==> src/rtl/serial_adder_if.sv <==
// Operand/result bundle for the bit-serial adder: request side (start/a/b/cin)
// and completion side (busy/done/sum/cout), plus a read-only FSM state tap.
interface serial_adder_if #(
  parameter int WIDTH = 8
);
  logic             start;
  logic [WIDTH-1:0] a;
  logic [WIDTH-1:0] b;
  logic             cin;
  logic             busy;
  logic             done;
  logic [WIDTH-1:0] sum;
  logic             cout;
  logic [1:0]       state_dbg;

  modport master (
    output start, a, b, cin,
    input  busy, done, sum, cout, state_dbg
  );

  modport slave (
    input  start, a, b, cin,
    output busy, done, sum, cout, state_dbg
  );
endinterface

==> src/rtl/serial_adder.sv <==
// Bit-serial WIDTH-bit adder: one full-adder cell and a registered carry,
// LSB first, with a start/busy/done handshake and registered outputs.
module serial_adder #(
  parameter int WIDTH = 8
) (
  input logic          clk,
  input logic          rst_n,
  serial_adder_if.slave bus
);
  // Handshake: start is honoured only on an edge where busy=0 (IDLE); a/b/cin
  // are sampled on that edge alone. done pulses for one cycle when sum/cout
  // update; start seen while busy=1 is dropped, not queued.

  localparam int CW = $clog2(WIDTH) + 1;

  typedef enum logic [1:0] {
    ST_IDLE = 2'd0,
    ST_RUN  = 2'd1,
    ST_DONE = 2'd2
  } state_t;

  state_t           r_state;
  state_t           w_next;
  logic [WIDTH-1:0] r_a_sh;
  logic [WIDTH-1:0] r_b_sh;
  logic [WIDTH-1:0] r_ps;
  logic [WIDTH-1:0] r_sum;
  logic             r_carry;
  logic             r_cout;
  logic             r_busy;
  logic             r_done;
  logic [CW-1:0]    r_cnt;
  logic             w_s;
  logic             w_c;
  logic             w_last;

  always_comb begin
    w_s    = r_a_sh[0] ^ r_b_sh[0] ^ r_carry;
    w_c    = (r_a_sh[0] & r_b_sh[0]) | (r_a_sh[0] & r_carry) | (r_b_sh[0] & r_carry);
    w_last = (r_cnt == CW'(WIDTH - 1));
    w_next = r_state;
    case (r_state)
      ST_IDLE: if (bus.start) w_next = ST_RUN;
      ST_RUN:  if (w_last)    w_next = ST_DONE;
      ST_DONE:                w_next = ST_IDLE;
      default:                w_next = ST_IDLE;
    endcase
  end

  always_ff @(posedge clk) begin
    if (!rst_n) r_state <= ST_IDLE;
    else        r_state <= w_next;
  end

  always_ff @(posedge clk) begin
    if (!rst_n) begin
      r_a_sh  <= '0;
      r_b_sh  <= '0;
      r_ps    <= '0;
      r_sum   <= '0;
      r_carry <= 1'b0;
      r_cout  <= 1'b0;
      r_cnt   <= '0;
      r_busy  <= 1'b0;
      r_done  <= 1'b0;
    end else begin
      r_busy <= (w_next != ST_IDLE);
      r_done <= (w_next == ST_DONE);
      if (r_state == ST_IDLE && bus.start) begin
        r_a_sh  <= bus.a;
        r_b_sh  <= bus.b;
        r_carry <= bus.cin;
        r_cnt   <= '0;
      end else if (r_state == ST_RUN) begin
        r_a_sh  <= {1'b0, r_a_sh[WIDTH-1:1]};
        r_b_sh  <= {1'b0, r_b_sh[WIDTH-1:1]};
        r_ps    <= {w_s, r_ps[WIDTH-1:1]};
        r_carry <= w_c;
        r_cnt   <= r_cnt + 1'b1;
        // Only the final bit publishes; partial sums stay internal.
        if (w_last) begin
          r_sum  <= {w_s, r_ps[WIDTH-1:1]};
          r_cout <= w_c;
        end
      end
    end
  end

  assign bus.busy      = r_busy;
  assign bus.done      = r_done;
  assign bus.sum       = r_sum;
  assign bus.cout      = r_cout;
  assign bus.state_dbg = r_state;
endmodule
==> src/flat_wrapper.sv <==
// flat-port wrapper written by rule: the top's interface ports become plain ports
module serial_adder_flat 
#(
  parameter int WIDTH = 8
)
  (clk, rst_n, bus_start, bus_a, bus_b, bus_cin, bus_busy, bus_done, bus_sum, bus_cout, bus_state_dbg);
  serial_adder_if #(.WIDTH(WIDTH)) bus_i ();
  input logic clk;
  input logic rst_n;
  input wire logic [$bits(bus_i.start)-1:0] bus_start;
  input wire logic [$bits(bus_i.a)-1:0] bus_a;
  input wire logic [$bits(bus_i.b)-1:0] bus_b;
  input wire logic [$bits(bus_i.cin)-1:0] bus_cin;
  output wire logic [$bits(bus_i.busy)-1:0] bus_busy;
  output wire logic [$bits(bus_i.done)-1:0] bus_done;
  output wire logic [$bits(bus_i.sum)-1:0] bus_sum;
  output wire logic [$bits(bus_i.cout)-1:0] bus_cout;
  output wire logic [$bits(bus_i.state_dbg)-1:0] bus_state_dbg;
  assign bus_i.start = bus_start;
  assign bus_i.a = bus_a;
  assign bus_i.b = bus_b;
  assign bus_i.cin = bus_cin;
  assign bus_busy = bus_i.busy;
  assign bus_done = bus_i.done;
  assign bus_sum = bus_i.sum;
  assign bus_cout = bus_i.cout;
  assign bus_state_dbg = bus_i.state_dbg;
  serial_adder #(.WIDTH(WIDTH)) u_core (.clk(clk), .rst_n(rst_n), .bus(bus_i));
endmodule
==> config.mk <==
export PLATFORM = sky130hd
export DESIGN_NAME = serial_adder_flat
export DESIGN_NICKNAME = d
export VERILOG_FILES = /design/src/rtl/serial_adder_if.sv /design/src/rtl/serial_adder.sv /design/src/flat_wrapper.sv
export SDC_FILE = /design/constraint.sdc
export NUM_CORES = 1
export LEC_CHECK = 0
export ABC_AREA = 1
export CORE_MARGIN = 3
export CORE_UTILIZATION = 33
export DETAILED_ROUTE_END_ITERATION = 10
export SYNTH_ARGS = -nofsm -noshare
export SYNTH_HDL_FRONTEND = slang
export SYNTH_SLANG_ARGS = --single-unit
==> constraint.sdc <==
create_clock -name clk -period 2.05 [get_ports clk]
set_input_delay 0.205 -clock clk [delete_from_list [all_inputs] [get_ports clk]]
set_output_delay 0.205 -clock clk [all_outputs]
set_load 0.03 [all_outputs]
Word-level counts from Yosys, hierarchy flattened
Cells that the tools add are included.
W data, S select, Z words.
{"block": "word_totals", "ramBits": 0, "register_bits": 42, "latchBits": 0, "word_cells": 39, "mem_bits_ro": 0, "n_memories": 0}
{"block": "classes", "shift": 0, "n_lt_le_gt_ge": 0, "n_mux": 9, "n_eq_ne": 3, "div": 0, "mul": 0, "n_reduce_logical": 7, "addsub": 1, "n_bitwise": 9}
{"cell": "$mux W8", "count": 4}
{"cell": "$add A4 B1 Y4 const B", "count": 1}
{"cell": "$eq A4 B3 Y1 const B", "count": 1}
{"cell": "$mux W2", "count": 2}
{"cell": "$pmux W2 S2", "count": 1}
{"cell": "$reduce_bool A2 Y1", "count": 2}
{"cell": "$and A1 B1 Y1", "count": 3}
{"cell": "$reduce_and A3 Y1", "count": 1}
{"cell": "$eq A2 B1 Y1 const B", "count": 1}
{"cell": "$eq A2 B2 Y1 const B", "count": 1}
{"cell": "$logic_not A2 Y1", "count": 1}
{"cell": "$mux W1", "count": 2}
{"cell": "$not A1 Y1", "count": 2}
{"cell": "$or A1 B1 Y1", "count": 2}
{"cell": "$reduce_and A2 Y1", "count": 1}
{"cell": "$reduce_or A2 Y1", "count": 1}
{"cell": "$xor A1 B1 Y1", "count": 2}
{"cell": "$logic_and A1 B1 Y1", "count": 1}

Logic depth before layout (Yosys ltp)
{"block": "depth", "word_depth": 5, "ltp_mapped": 8, "mapped_depth_nobuf": 7}

Worst setup path before layout
Ideal clock, no wire load.
{"block": "synth_path", "path_kind": "register to register", "startpoint": "register u_core.r_state[1] (netlist: u_core.bus.state_dbg[1])", "endpoint": "register u_core.r_cnt[2]", "path_stages_with_launch": 9, "setup_slack_ps": 745, "arrival_ps": 1189, "path_buffers": 1, "required_time_ps": 1935, "path_cell_list": "dfxtp_1 inv_1 nand2_2 inv_2 buf_6 nand2_1 nand2_1 nand2_1 nor2_1"}
{"block": "synth_via", "elab_chain_len": 3}
{"item": "from (decl)", "line_no": "serial_adder.sv:22", "source": "state_t r_state;"}
{"item": "from (signal assigned)", "line_no": "serial_adder.sv:52", "source": "else r_state <= w_next;"}
{"item": "$logic_not A2 Y1", "line_no": "serial_adder.sv:69", "source": "if (r_state == ST_IDLE && bus.start) begin"}
{"item": "$logic_and A1 B1 Y1", "line_no": "serial_adder.sv:69"}
{"item": "$reduce_or A2 Y1 (no source line)"}
{"item": "to (signal assigned)", "line_no": "serial_adder.sv:79", "source": "r_cnt <= r_cnt + 1'b1;"}
{"item": "to (decl)", "line_no": "serial_adder.sv:32", "source": "logic [CW-1:0] r_cnt;"}
Several ways; a longest one is shown, not always the timed one.
A chain may end at the register's enable or synchronous reset.

Worst setup path in the final report
{"block": "layout_path", "startpoint": "register u_core.r_state[0] (netlist: u_core.bus.state_dbg[0])", "endpoint": "output port bus_state_dbg[0]"}
{"item": "to (decl)", "line_no": "flat_wrapper.sv:18", "source": "output wire logic [$bits(bus_i.state_dbg)-1:0] bus_state_dbg;"}
No word-level cell between the ends.

==> flow_metrics.tcl <==
set metrics [dict create \
    mostFrequentLayoutCells "nand2_1 (86), nand3_1 (41), dfxtp_1 (41)" \
    mappedNetlistNets 262 \
    critPathKind "flip-flop to primary output" \
    ctsHoldBuffers 0 \
    hp-class "flip-flop to flip-flop" \
    skew_ns 0.00657 \
    clk_root_buffer_cell "clkbuf_8" \
    swShare_pct 24.1 \
    max_freq_mhz 571 \
    syn_to_final_growth_pct 27.9 \
    min_period_over_period_pct 85.4 \
    wl_per_cell_um 11.3 \
    vias 1561 \
    netlist_area_um2 1760 \
    grt_max_degree 37 \
    rsz0062_at_grt "false" \
    clk_pin_slew_ns 0.08 \
    pwr-share-comb_pct 12.1 \
    tightest_slew_ns 0.323 \
    fin_tns_setup_ns 0 \
    grt_usage_pct 13.5 \
    die-area_um2 6230 \
    syn_area_per_cell_um2 7.32 \
    post_cts_buffers 0 \
    synth_edf_count 0 \
    r2r_start "u_core.bus.state_dbg[0]" \
    min_path_cells 2 \
    drt_pass1_iterations 4 \
    rr_worst_depth 6 \
    p_leak_nw 1.01 \
    post-route-util_pct 45.5 \
    synth_seq_cells 41 \
    end_kind "primary output" \
    dpl.hpwl_mm 2.74 \
    r2r-end "u_core.bus.sum[4]" \
    crit_chain "clkdlybuf4s50_1" \
    cp_max_fo 6 \
    rows 25 \
    ys_types 22 \
    synthCells 240 \
    hold_viol 0 \
    hp-start "u_core.r_a_sh[2]" \
    cts_resized 0 \
    fillCellCount 541 \
    hold_path_end "u_core.r_a_sh[2]" \
    drtIter0Drc 63 \
    critPathBufInv 1 \
    clk_path_buf_depth 2 \
    fin_nets 293 \
    switching_power_mw 0.419 \
    ant_nets 0 \
    drive_gt1_share_pct 6.99 \
    diodes 0 \
    worstSetupStartpoint "u_core.bus.state_dbg[0]" \
    avgViaCountPerCell 4.60 \
    max_stage_delay_ns 0.74 \
    power_mw 1.74 \
    synthArstFlopShare_pct 0 \
    seq_area_frac_synth_pct 46.7 \
    yosys_most_used_dff "dfxtp_1" \
    slew-limit-headroom_pct 78.4 \
    status "completed" \
    cts_tree "yes" \
    grt_overflow 0 \
    core_um2 4940 \
    crit_required_ns 1.85 \
    io_pins 33 \
    slowest_stage "clkdlybuf4s50_1" \
    fin_crit_ns 1.75 \
    drt_wl_total_mm 3.82 \
    fp.dieH_um 79.0 \
    power.density_nw_per_um2 775 \
    insertion_delay_ns 0.29 \
    grt_pass1_vias 1508 \
    seq_area_um2 821 \
    place_congestion 0.767 \
    antenna_found_initial 0 \
    yosys_warnings 0 \
    pwr-share-clk_pct 38.5 \
    cap_violations 0 \
    intPower_mw 1.32 \
    layout_commonest_cell "nand2_1" \
    cp-start-kind "flip-flop" \
    r2r_slack_ns 0.64 \
    multi_input_area_um2 826 \
    numClockSinks 41 \
    final_max_slew_viol_count 0 \
    h-tree-depth 2 \
    crit_family "buffers and inverters" \
    cts_buffers 5 \
    initial_core_util_pct 35.5 \
    die_w_um 79.0 \
    setup_viol 0 \
    drcViolationCount 0 \
    max-vdd-ir-drop_v 0.000336 \
    pwr-share-seq_pct 49.4 \
    grt_pass1_wl_mm 6.71 \
    cp.arrival_ns 1.55 \
    portBuffers 32 \
]
## area by class of cell
cell class,count,area share (%)
clock buffers,7,3.84
clock inverters,1,1.34
inverters,10,1.67
multi-input cells,177,36.7
flip-flops and latches,41,36.5
well taps,67,3.73
repair buffers,36,16.1
## through the flow
stage / cells / area [µm²] / setup slack (ns) / hold WS (ns)
6_report: 339 / 2250 / 0.299 / 0.474
5_1_grt: 339 / 2250 / 0.231 / 0.471
4_1_cts: 339 / 2250 / 0.288 / 0.464
3_5_place_dp: 331 / 2130 / 0.469 / 0.453
3_3_place_gp: 331 / 2130 / 0.469 / 0.453
2_1_floorplan: 240 / 1760 / 0.745 / 0.345
## per-layer routing
layer	vias up	GRT usage [%]	routed length, µm
met1	691	16.7	1820
met5	-	0	0
met2	32	22.7	1790
met4	0	4.64	48
li1	831	-	-
met3	7	3.51	165
## registers in the layout, summed over array words and instances, names as in the netlist
signal and flops:
u_core.r_a_sh 8, u_core.r_carry 1, u_core.bus.state_dbg 2, u_core.r_ps 7
u_core.bus.sum 8, u_core.bus.cout 1, u_core.r_cnt 4, u_core.bus.busy 1
u_core.bus.done 1, u_core.r_b_sh 8
## worst max-delay path by stage
| stage | to | slack (ns) | depth (start not counted) |
|---|---|---|---|
| global route | bus_state_dbg[0] | 0.23 | 1 |
| global placement | u_core.r_b_sh[7] | 0.47 | 5 |
| floorplan | u_core.r_cnt[2] | 0.75 | 8 |
| CTS | bus_state_dbg[0] | 0.29 | 1 |
| finish | bus_state_dbg[0] | 0.30 | 1 |
| detailed placement | u_core.r_b_sh[7] | 0.47 | 5 |
## Yosys cell counts, types with 2 or more instances
cell | instances | area, µm²
buf_6 | 2 | 22.5
dfxtp_1 | 41 | 821
nor2_1 | 24 | 90.1
nand3_1 | 41 | 205
buf_2 | 4 | 20.0
clkbuf_1 | 2 | 7.51
o21ai_0 | 9 | 45.0
inv_1 | 9 | 33.8
buf_1 | 2 | 7.51
nand2_1 | 86 | 323
o21ai_1 | 2 | 10.0
buf_4 | 2 | 15.0
a21oi_1 | 5 | 25.0
nor2_4 | 2 | 22.5
nand2_4 | 2 | 22.5
## logic make-up after synthesis
family,after synthesis,share of synthesized area [%]
simple gates,158,39.7
flops,41,46.7
buf+inv,22,6.27
compound gates,17,5.48
fa+ha+maj,2,1.85
## power by group through the flow
stage	clock network, mW	registers [mW]	logic (mW)
floorplan	0	0.879	0.136
global placement	0	0.879	0.211
detailed placement	0	0.879	0.212
CTS	0.681	0.860	0.214
global route	0.714	0.865	0.240
finish	0.670	0.861	0.211
Power figures use the tool's default switching activity.
